--- src/rtl/sprscan_pkg.sv ---
// sprscan_pkg: shared constants, FIFO entry layout and scan FSM states
package sprscan_pkg;
  localparam int SPR_COUNT = 64;
  localparam int LINE_W = 320;
  typedef struct packed {
    logic [8:0] x;
    logic [9:0] idx;
    logic [3:0] row;
    logic [4:0] attr;
  } spr_entry_t;
  typedef enum logic [1:0] {IDLE, SCAN, DONE} state_t;
endpackage

--- src/rtl/sprscan_fifo.sv ---
// sprscan_fifo: first-word-fall-through FIFO of sprite entries with synchronous flush
module sprscan_fifo
  import sprscan_pkg::*;
#(
  parameter int DEPTH = 4
) (
  input  logic       clk,
  input  logic       reset,
  input  logic       push,
  input  logic       pop,
  input  logic       flush,
  input  spr_entry_t din,
  output spr_entry_t dout,
  output logic       full,
  output logic       empty
);
  localparam int AW = $clog2(DEPTH);
  spr_entry_t mem [DEPTH];
  logic [AW-1:0] wr, rd;
  logic [AW:0] cnt;
  logic do_push, do_pop;
  assign empty = cnt == '0;
  assign full = cnt == (AW+1)'(DEPTH);
  assign do_pop = pop && !empty;
  assign do_push = push && (!full || do_pop);
  assign dout = mem[rd];
  always_ff @(posedge clk or negedge reset)
    if (!reset) begin
      wr <= '0;
      rd <= '0;
      cnt <= '0;
      for (int i = 0; i < DEPTH; i++) mem[i] <= '0;
    end else if (flush) begin
      wr <= '0;
      rd <= '0;
      cnt <= '0;
    end else begin
      if (do_push) mem[wr] <= din;
      wr <= wr + AW'(do_push);
      rd <= rd + AW'(do_pop);
      cnt <= cnt + (AW+1)'(do_push) - (AW+1)'(do_pop);
    end
endmodule

--- src/rtl/sprite_line_scan.sv ---
// sprite_line_scan: per-line sprite evaluator feeding a FWFT FIFO; SPRSCAN_XCULL_EN culls sprites off-screen right
module sprite_line_scan
  import sprscan_pkg::*;
#(
  parameter int MAX_PER_LINE = 16,
  parameter int FIFO_DEPTH = 4
) (
  input  logic       clk,
  input  logic       reset,
  input  logic       line_start,
  input  logic [7:0] line_y,
  output logic [5:0] spr_sel,
  input  logic [8:0] spr_x,
  input  logic [7:0] spr_y,
  input  logic [9:0] spr_idx,
  input  logic       spr_priority,
  input  logic [1:0] spr_palette,
  input  logic       spr_h16,
  input  logic       spr_vflip,
  input  logic       spr_hflip,
  output logic       out_valid,
  input  logic       out_ready,
  output logic [8:0] out_x,
  output logic [9:0] out_idx,
  output logic [3:0] out_row,
  output logic [4:0] out_attr,
  output logic       busy,
  output logic       scan_done,
  output logic       overflow
);
  state_t state;
  logic [7:0] cur_y, dy;
  logic [6:0] count;
  logic [3:0] row;
  logic hit, off, room, full, empty, pop, push, resolved, flush;
  spr_entry_t din, head;
  assign dy = cur_y - spr_y;
  assign row = spr_vflip ? (spr_h16 ? 4'd15 : 4'd7) - dy[3:0] : dy[3:0];
`ifdef SPRSCAN_XCULL_EN
  assign off = spr_x >= 9'(LINE_W) && spr_x <= 9'd503;
`else
  assign off = 1'b0;
`endif
  assign hit = state == SCAN && !off && dy < (spr_h16 ? 8'd16 : 8'd8);
  assign room = count < 7'(MAX_PER_LINE);
  assign pop = !empty && out_ready;
  assign push = hit && room && !line_start && (!full || pop);
  assign resolved = state == SCAN && (!hit || !room || !full || pop);
  assign flush = line_start && state != IDLE;
  assign din = '{x: spr_x, idx: spr_idx, row: row, attr: {spr_priority, spr_palette, spr_hflip, spr_h16}};
  assign out_valid = !empty;
  assign out_x = head.x;
  assign out_idx = head.idx;
  assign out_row = head.row;
  assign out_attr = head.attr;
  assign busy = state == SCAN;
  sprscan_fifo #(.DEPTH(FIFO_DEPTH)) u_fifo (
    .clk(clk),
    .reset(reset),
    .push(push),
    .pop(pop),
    .flush(flush),
    .din(din),
    .dout(head),
    .full(full),
    .empty(empty)
  );
  always_ff @(posedge clk or negedge reset)
    if (!reset) begin
      state <= IDLE;
      cur_y <= '0;
      spr_sel <= '0;
      count <= '0;
      overflow <= 1'b0;
      scan_done <= 1'b0;
    end else if (line_start) begin
      state <= SCAN;
      cur_y <= line_y;
      spr_sel <= '0;
      count <= '0;
      overflow <= 1'b0;
      scan_done <= 1'b0;
    end else begin
      scan_done <= 1'b0;
      if (state == DONE) state <= IDLE;
      if (resolved) begin
        spr_sel <= spr_sel + 6'd1;
        count <= count + 7'(push);
        overflow <= overflow | (hit && !room);
        if (spr_sel == 6'(SPR_COUNT - 1)) begin
          state <= DONE;
          scan_done <= 1'b1;
        end
      end
    end
endmodule

--- config.mk ---
export PLATFORM = sky130hd
export DESIGN_NAME = sprite_line_scan
export DESIGN_NICKNAME = d
export VERILOG_FILES = /design/src/rtl/sprscan_pkg.sv /design/src/rtl/sprscan_fifo.sv /design/src/rtl/sprite_line_scan.sv
export SDC_FILE = /design/constraint.sdc
export NUM_CORES = 1
export LEC_CHECK = 0
export BUFFER_PORTS_ARGS = -buffer_cell sky130_fd_sc_hd__clkbuf_2
export CORE_ASPECT_RATIO = 1.5
export CORE_MARGIN = 3
export CORE_UTILIZATION = 50
export DETAILED_ROUTE_END_ITERATION = 7
export PLACE_DENSITY = 0.71
export RECOVER_POWER = 50
export SLEW_MARGIN = 40
export SYNTH_ARGS = -nofsm -noshare
export SYNTH_HDL_FRONTEND = slang
export SYNTH_SLANG_ARGS = --single-unit
--- constraint.sdc ---
create_clock -name clk -period 4 [get_ports clk]
set_clock_uncertainty 0.2 [all_clocks]
set_input_delay 0.4 -clock clk [delete_from_list [all_inputs] [get_ports clk]]
set_output_delay 0.4 -clock clk [all_outputs]
set_load 0.02 [all_outputs]
# == Word level (Yosys, flattened, before mapping) ==
# Index checks and enable logic that the tools add are counted.
# classes
n_addsub,8
n_lt_le_gt_ge,5
eq_ne,4
muxes,25
n_bitwise,4
reduce_logical,25
# ops
op,count
bitwise mux 112 bit,1
two-way mux 28 bit,3
binary-select mux 28 bit (select 2 bit),1
demux 28 bit (select 2 bit),1
two-way mux 7 bit,2
two-way mux 2 bit,6
two-way mux 6 bit,2
logical AND 1 bit,11
< comparator 8 x 5 -> 1 bit,1
two-way mux 4 bit,2
subtractor 8 bit,1
adder 7 x 1 -> 7 bit,1
"< comparator 7 x 5 -> 1 bit, second input constant",1
"adder 6 x 1 -> 6 bit, second input constant",1
"== test 6 bit, second input constant",1
">= comparator 3 bit, second input constant",2
inverter 2 -> 3 bit,2
logical NOT 1 bit,5
logical OR 1 bit,5
two-way mux 1 bit,5
two-way mux 5 bit,1
adder 2 x 1 -> 2 bit,2
nonzero test 2 bit,2
subtractor 4 bit,1
other kinds (11),11
# word_totals
ff_bits,144
in_bits,45
out_inout_bits,38
word_cells,96

# == Depth between registers and ports, before layout ==
# depth
word_depth,10
ltp_mapped,18
ltp_nobuf,18

# == Modules after synthesis ==
# Synthesis repeated with hierarchy kept, for this count alone.
# unflattened
hier_cells,476
area_unflattened_um2,6990.5
# modules_own_cells
module,n_inst,cells_each,area_per_inst_um2,seq_area_each_um2
sprscan_fifo,1,307,5313.8,2977.9
sprite_line_scan,1,169,1676.6,625.6

# == Worst setup path before layout ==
# Ideal clock, no wire load.
# synth_path
kind,flip-flop to flip-flop
start,register cur_y[0]
end,register count[4]
setup_time_ns,0.078
arrival_time_ns,3.777
required_ns,3.722
slack_ns,-0.055
path_stages_with_launch,19
n_path_buf,0
period_less_slack_ns,4.055
path_cell_list,dfrtp_1 -> inv_1 -> ha_1 -> inv_1 -> fa_1 -> a21o_1 -> a21oi_1 -> xnor2_1 -> ha_1 -> a21oi_1 -> inv_1 -> a2111oi_4 -> and3_1 -> ha_1 -> ha_1 -> and3_1 -> nand2_1 -> or3_1 -> a21oi_1
# synth_between
elab_chain_cells,9
word_cells_on_any_way,15
cone_classes,2 x add/sub; 1 x order compare; 2 x mux; 10 x reduce/logical
# synth_lines
item,line,rtl
"start, declared",sprite_line_scan.sv:32,"logic [7:0] cur_y, dy;"
"start signal, assigned",sprite_line_scan.sv:78,cur_y <= line_y;
subtractor 8 bit (*),sprite_line_scan.sv:37,assign dy = cur_y - spr_y;
< comparator 8 x 5 -> 1 bit (*),sprite_line_scan.sv:44,assign hit = state == SCAN && !off && dy < (spr_h16 ? 8'd16 : 8'd8);
logical AND 1 bit (*),sprite_line_scan.sv:44,
logical AND 1 bit / logical NOT 1 bit (equally long branches),"sprite_line_scan.sv:47, sprite_line_scan.sv:48",
logical AND 1 bit / logical OR 1 bit (equally long branches) (2 in a row),"sprite_line_scan.sv:47, sprite_line_scan.sv:48",
adder 7 x 1 -> 7 bit / logical OR 1 bit (equally long branches),"sprite_line_scan.sv:88, sprite_line_scan.sv:48",
two-way mux 7 bit / logical AND 1 bit (equally long branches),"sprite_line_scan.sv:86, sprite_line_scan.sv:48",
two-way mux 7 bit / nonzero test 2 bit (equally long branches),n/a,
"end signal, assigned",sprite_line_scan.sv:88,count <= count + 7'(push);
"end, declared",sprite_line_scan.sv:33,logic [6:0] count;
# Every way passes the cells marked *; elsewhere a longest branch is shown, timed or not. The select of a mux whose other input is x is not followed.
# A chain may end at the register's enable or synchronous reset.

# == Worst setup path in the final report ==
# layout_path
start,register cur_y[0]
end,register u_fifo.cnt[2]
# layout_between
elab_chain_cells,10
# layout_lines
item,line,rtl
subtractor 8 bit,sprite_line_scan.sv:37,
< comparator 8 x 5 -> 1 bit,sprite_line_scan.sv:44,
logical AND 1 bit,sprite_line_scan.sv:44,
logical AND 1 bit (3 in a row),sprite_line_scan.sv:47,assign push = hit && room && !line_start && (!full || pop);
logical AND 1 bit,sprscan_fifo.sv:25,assign do_push = push && (!full || do_pop);
adder 3 x 1 -> 3 bit,sprscan_fifo.sv:41,cnt <= cnt + (AW+1)'(do_push) - (AW+1)'(do_pop);
subtractor 3 x 1 -> 3 bit,sprscan_fifo.sv:41,
two-way mux 3 bit,sprscan_fifo.sv:33,end else if (flush) begin
"end signal, assigned",sprscan_fifo.sv:41,
"end, declared",sprscan_fifo.sv:20,logic [AW:0] cnt;
# Every way passes these cells.

==> metrics.txt <==
status finished with violations; violations in the final reports capacitance limit, slew limit; syn_area_per_cell 14.9 µm²; number of global-route vias before repair approximately 4600; most numerous cell in the Yosys netlist sky130_fd_sc_hd__dfrtp_1; Net Sw Frac approximately a third; post-synthesis instance area 6970 µm²; post-place instance area 7610 µm²; combinational fraction of design power 27.3%; Core ar. around 14000 µm²; number of buffers added by the clock tree synthesis step 17; number of port buffers 82; footprint of the flip-flops and latches approximately 3600 µm²; average wire per standard cell 18.5 µm; required time reported for the critical path endpoint slightly above 4 ns; setup violators final 0; data arrival time at the worst-slack endpoint 3.90 ns; CP bufs+invs 5; sequential share of the synthesized area about 52%; worst skew pair latency 0.41 ns; startpoint types register; flip-flop and latch count after synthesis around 140; maximum frequency from static timing analysis approximately 260 MHz; number of max-slew violations in the final report 40; clock root cell sky130_fd_sc_hd__clkbuf_16; via count normalized by instance count 5.55; post-synthesis cell type with the largest combined area sky130_fd_sc_hd__dfrtp_1; Pre-Repair DR Iteration Count 4; antenna diode count 0; Switching Power 1.48 mW; share of the synthesized area in the top cell type 51.7%; wire length of the first global-routing pass 22900 µm; clock network fraction of design power about a third; CP max stage delay between 0.3 and 0.4 ns; number of different library cells in the post-synthesis netlist 43; slew margin rel. -48.3%; max-capacitance violation count 1; fraction of final layout cells sized beyond drive strength 1 45.2%; yosys warns 0; clock-pin slew on the worst setup and hold paths 0.06 ns; number of clock sinks seen by CTS around 140; detailed-route via count a little over 4000; TritonCTS clock tree built; number of H-tree levels 4; slowest stage cell, crit path sky130_fd_sc_hd__fa_2; area occupied by multi-input gates between 3000 and 4000 µm²; routability congestion estimate just under 0.8; sum of routed wire length over all layers approximately 14000 µm; CP Max Fanout 3; Hold WC Path Type input port to register; most used cell, CP sky130_fd_sc_hd__inv_2; vertical extent of the die about 150 µm; number of placement rows 52; number of antenna violations at the first check in global routing 0; total power per unit cell area 564 nW/µm²; post-synthesis async set-or-reset flop share 100%; Max rail drop VDD between 200 and 300 µV; CP cell instances inv_2 > ha_4 > inv_2 > fa_2 > a21o_1 > a21oi_2 > xnor2_1 > ha_1 > a21oi_2 > inv_2 > a2111oi_4 > buf_4 > and3_4 > ha_1 > inv_1 > fa_2 > xor2_1 > xnor2_1 > nor2_1; Post-route DRC 0; Remaining Overflow, GRT 0; dominant register cell in the synthesized netlist sky130_fd_sc_hd__dfrtp_1; number of synthesized flops with an enable pin 0; estimated wirelength of the detail-placed design just under 9000 µm; final worst path period need ~3.8 ns; filler cell count 1053; slew at the pin closest to its max-slew limit approximately 2.2 ns; starting utilization of the core area 51.2%; Flop pwr share 38.5%; global routing usage summed across all routing layers 19.2%; Final nets 631; maximum number of pins on one net before global-route repair roughly 120; Static Leak just over 4 nW; Worst setup EP type register; Hold Vio Cnt, Final 0; number of standard cells after synthesis approximately 470; Post-synth top cells sky130_fd_sc_hd__dfrtp_1 (144), sky130_fd_sc_hd__mux2_1 (40), sky130_fd_sc_hd__mux2_4 (40), sky130_fd_sc_hd__mux2_2 (39), sky130_fd_sc_hd__mux4_2 (28); Max clock buf depth 2; total I/O pin count 83; crit share post-route a little over nine tenths; total nets after synthesis ~530; overall power consumption between 4 and 5 mW; P_int between 3 and 4 mW; fin area between 8000 and 9000 µm²; horizontal die dimension between 100 and 150 µm; die outline area approximately 15000 µm²; final antenna-violating net count 0; worst setup path category register to register; area growth from synthesis to final layout 19.5%; dominant cells by area after synthesis sky130_fd_sc_hd__dfrtp_1 (52%), sky130_fd_sc_hd__mux4_2 (9.1%), sky130_fd_sc_hd__mux2_4 (8.6%), sky130_fd_sc_hd__mux2_1 (6.5%), sky130_fd_sc_hd__mux2_2 (6.3%); Worst path top cell family by delay adder cells; number of DRC violations after detailed-routing iteration 0 146
[logic make-up (layout without fill, tap and decap cells)]
family,count (synthesis),after routing,share of synthesized area [%]
AO/OA/AOI/OAI,41,41,3.79
adder cells (fa/ha/maj),19,19,3.63
buffers and inverters,39,151,2.60
multiplexers,147,147,30.4
flip-flops,144,144,51.7
XOR/XNOR,15,15,1.89
AND/OR/NAND/NOR,63,63,5.93
[final cells by class]
type	instances	share of cell area (%)
clock inverters	15	2.12
clock buffers	17	5.11
multi-input cells	285	39.0
well taps	162	2.44
flip-flops and latches	144	43.3
repair buffers	101	7.20
inverters	18	0.812
[metal layers]
metal	wire (µm)	track usage [%]	up-vias
met2	7270	33.8	68
met4	115	5.52	0
met5	0	0	-
li1	-	-	1925
met1	5850	23.3	2115
met3	490	4.27	9
[final timing paths]
path                           startpoint             end  slack, ns  cells after the start
setup / recovery                 cur_y[0]   u_fifo.cnt[2]       0.19                     19
hold / removal                  line_y[7]        cur_y[7]       0.02                      2
setup reg to reg                 cur_y[0]   u_fifo.cnt[2]       0.19                     19
hold reg to reg            u_fifo.mem[24]  u_fifo.mem[24]       0.29                      1
max in group asynchronous           reset  u_fifo.mem[86]       1.12                      4
min in group asynchronous           reset      spr_sel[1]       0.99                      2
[metrics by stage]
step	hold WS [ns]	TNS (ns)	std cells	util, %	worst slack [ns]
global route	0.0182	-0.0224	742	61.2	-0.0224
CTS	0.00852	0	737	60.4	0.0986
global placement	0.268	0	704	55.9	0.165
detailed placement	0.276	0	704	55.9	0.0481
floorplan	-0.0956	0	468	-	0.0708
finish	0.0215	0	742	61.2	0.189
[what timing repair did]
item / CTS / global route
setup buffers: 0 / 4
endpoints found under the hold margin: 114 / 0
resized for setup: 0 / 16
hold buffers: 1 / 0
endpoints found under the setup margin: 0 / 2
[sequential cells by signal (all words and copies together), names as in the netlist]
| register | flops |
|---|---|
| count | 7 |
| cur_y | 8 |
| overflow | 1 |
| scan_done | 1 |
| spr_sel | 6 |
| state | 2 |
| u_fifo.cnt | 3 |
| u_fifo.mem | 112 |
| u_fifo.rd | 2 |
| u_fifo.wr | 2 |
[power groups by stage]
stage | Sequential, mW | Combinational, mW | Clock (mW)
global placement | 1.82 | 1.25 | 0
finish | 1.81 | 1.28 | 1.60
global route | 1.84 | 1.39 | 1.70
detailed placement | 1.84 | 1.28 | 0
floorplan | 1.75 | 0.950 | 0
CTS | 1.82 | 1.29 | 1.63
[cells in the final DEF (no fill, tap or decap), types with 3 or more instances in the layout]
cell and instances:
sky130_fd_sc_hd__a21oi_1 11, sky130_fd_sc_hd__a21oi_2 4, sky130_fd_sc_hd__and2_1 4, sky130_fd_sc_hd__and3_1 3, sky130_fd_sc_hd__buf_4 15, sky130_fd_sc_hd__clkbuf_16 17, sky130_fd_sc_hd__clkbuf_2 81, sky130_fd_sc_hd__clkinv_4 5
sky130_fd_sc_hd__dfrtp_1 143, sky130_fd_sc_hd__ha_1 14, sky130_fd_sc_hd__inv_1 14, sky130_fd_sc_hd__inv_2 3, sky130_fd_sc_hd__inv_6 4, sky130_fd_sc_hd__mux2_1 40, sky130_fd_sc_hd__mux2_2 39, sky130_fd_sc_hd__mux2_4 40
sky130_fd_sc_hd__mux4_2 28, sky130_fd_sc_hd__nand2_1 8, sky130_fd_sc_hd__nand3_1 4, sky130_fd_sc_hd__nand3b_1 3, sky130_fd_sc_hd__nand4_1 5, sky130_fd_sc_hd__nor2_1 8, sky130_fd_sc_hd__nor2b_1 3, sky130_fd_sc_hd__o21a_1 3
sky130_fd_sc_hd__o21ai_0 16, sky130_fd_sc_hd__or3_1 10, sky130_fd_sc_hd__xnor2_1 10, sky130_fd_sc_hd__xor2_1 5
No activity file was read; power rests on OpenSTA's default activity.
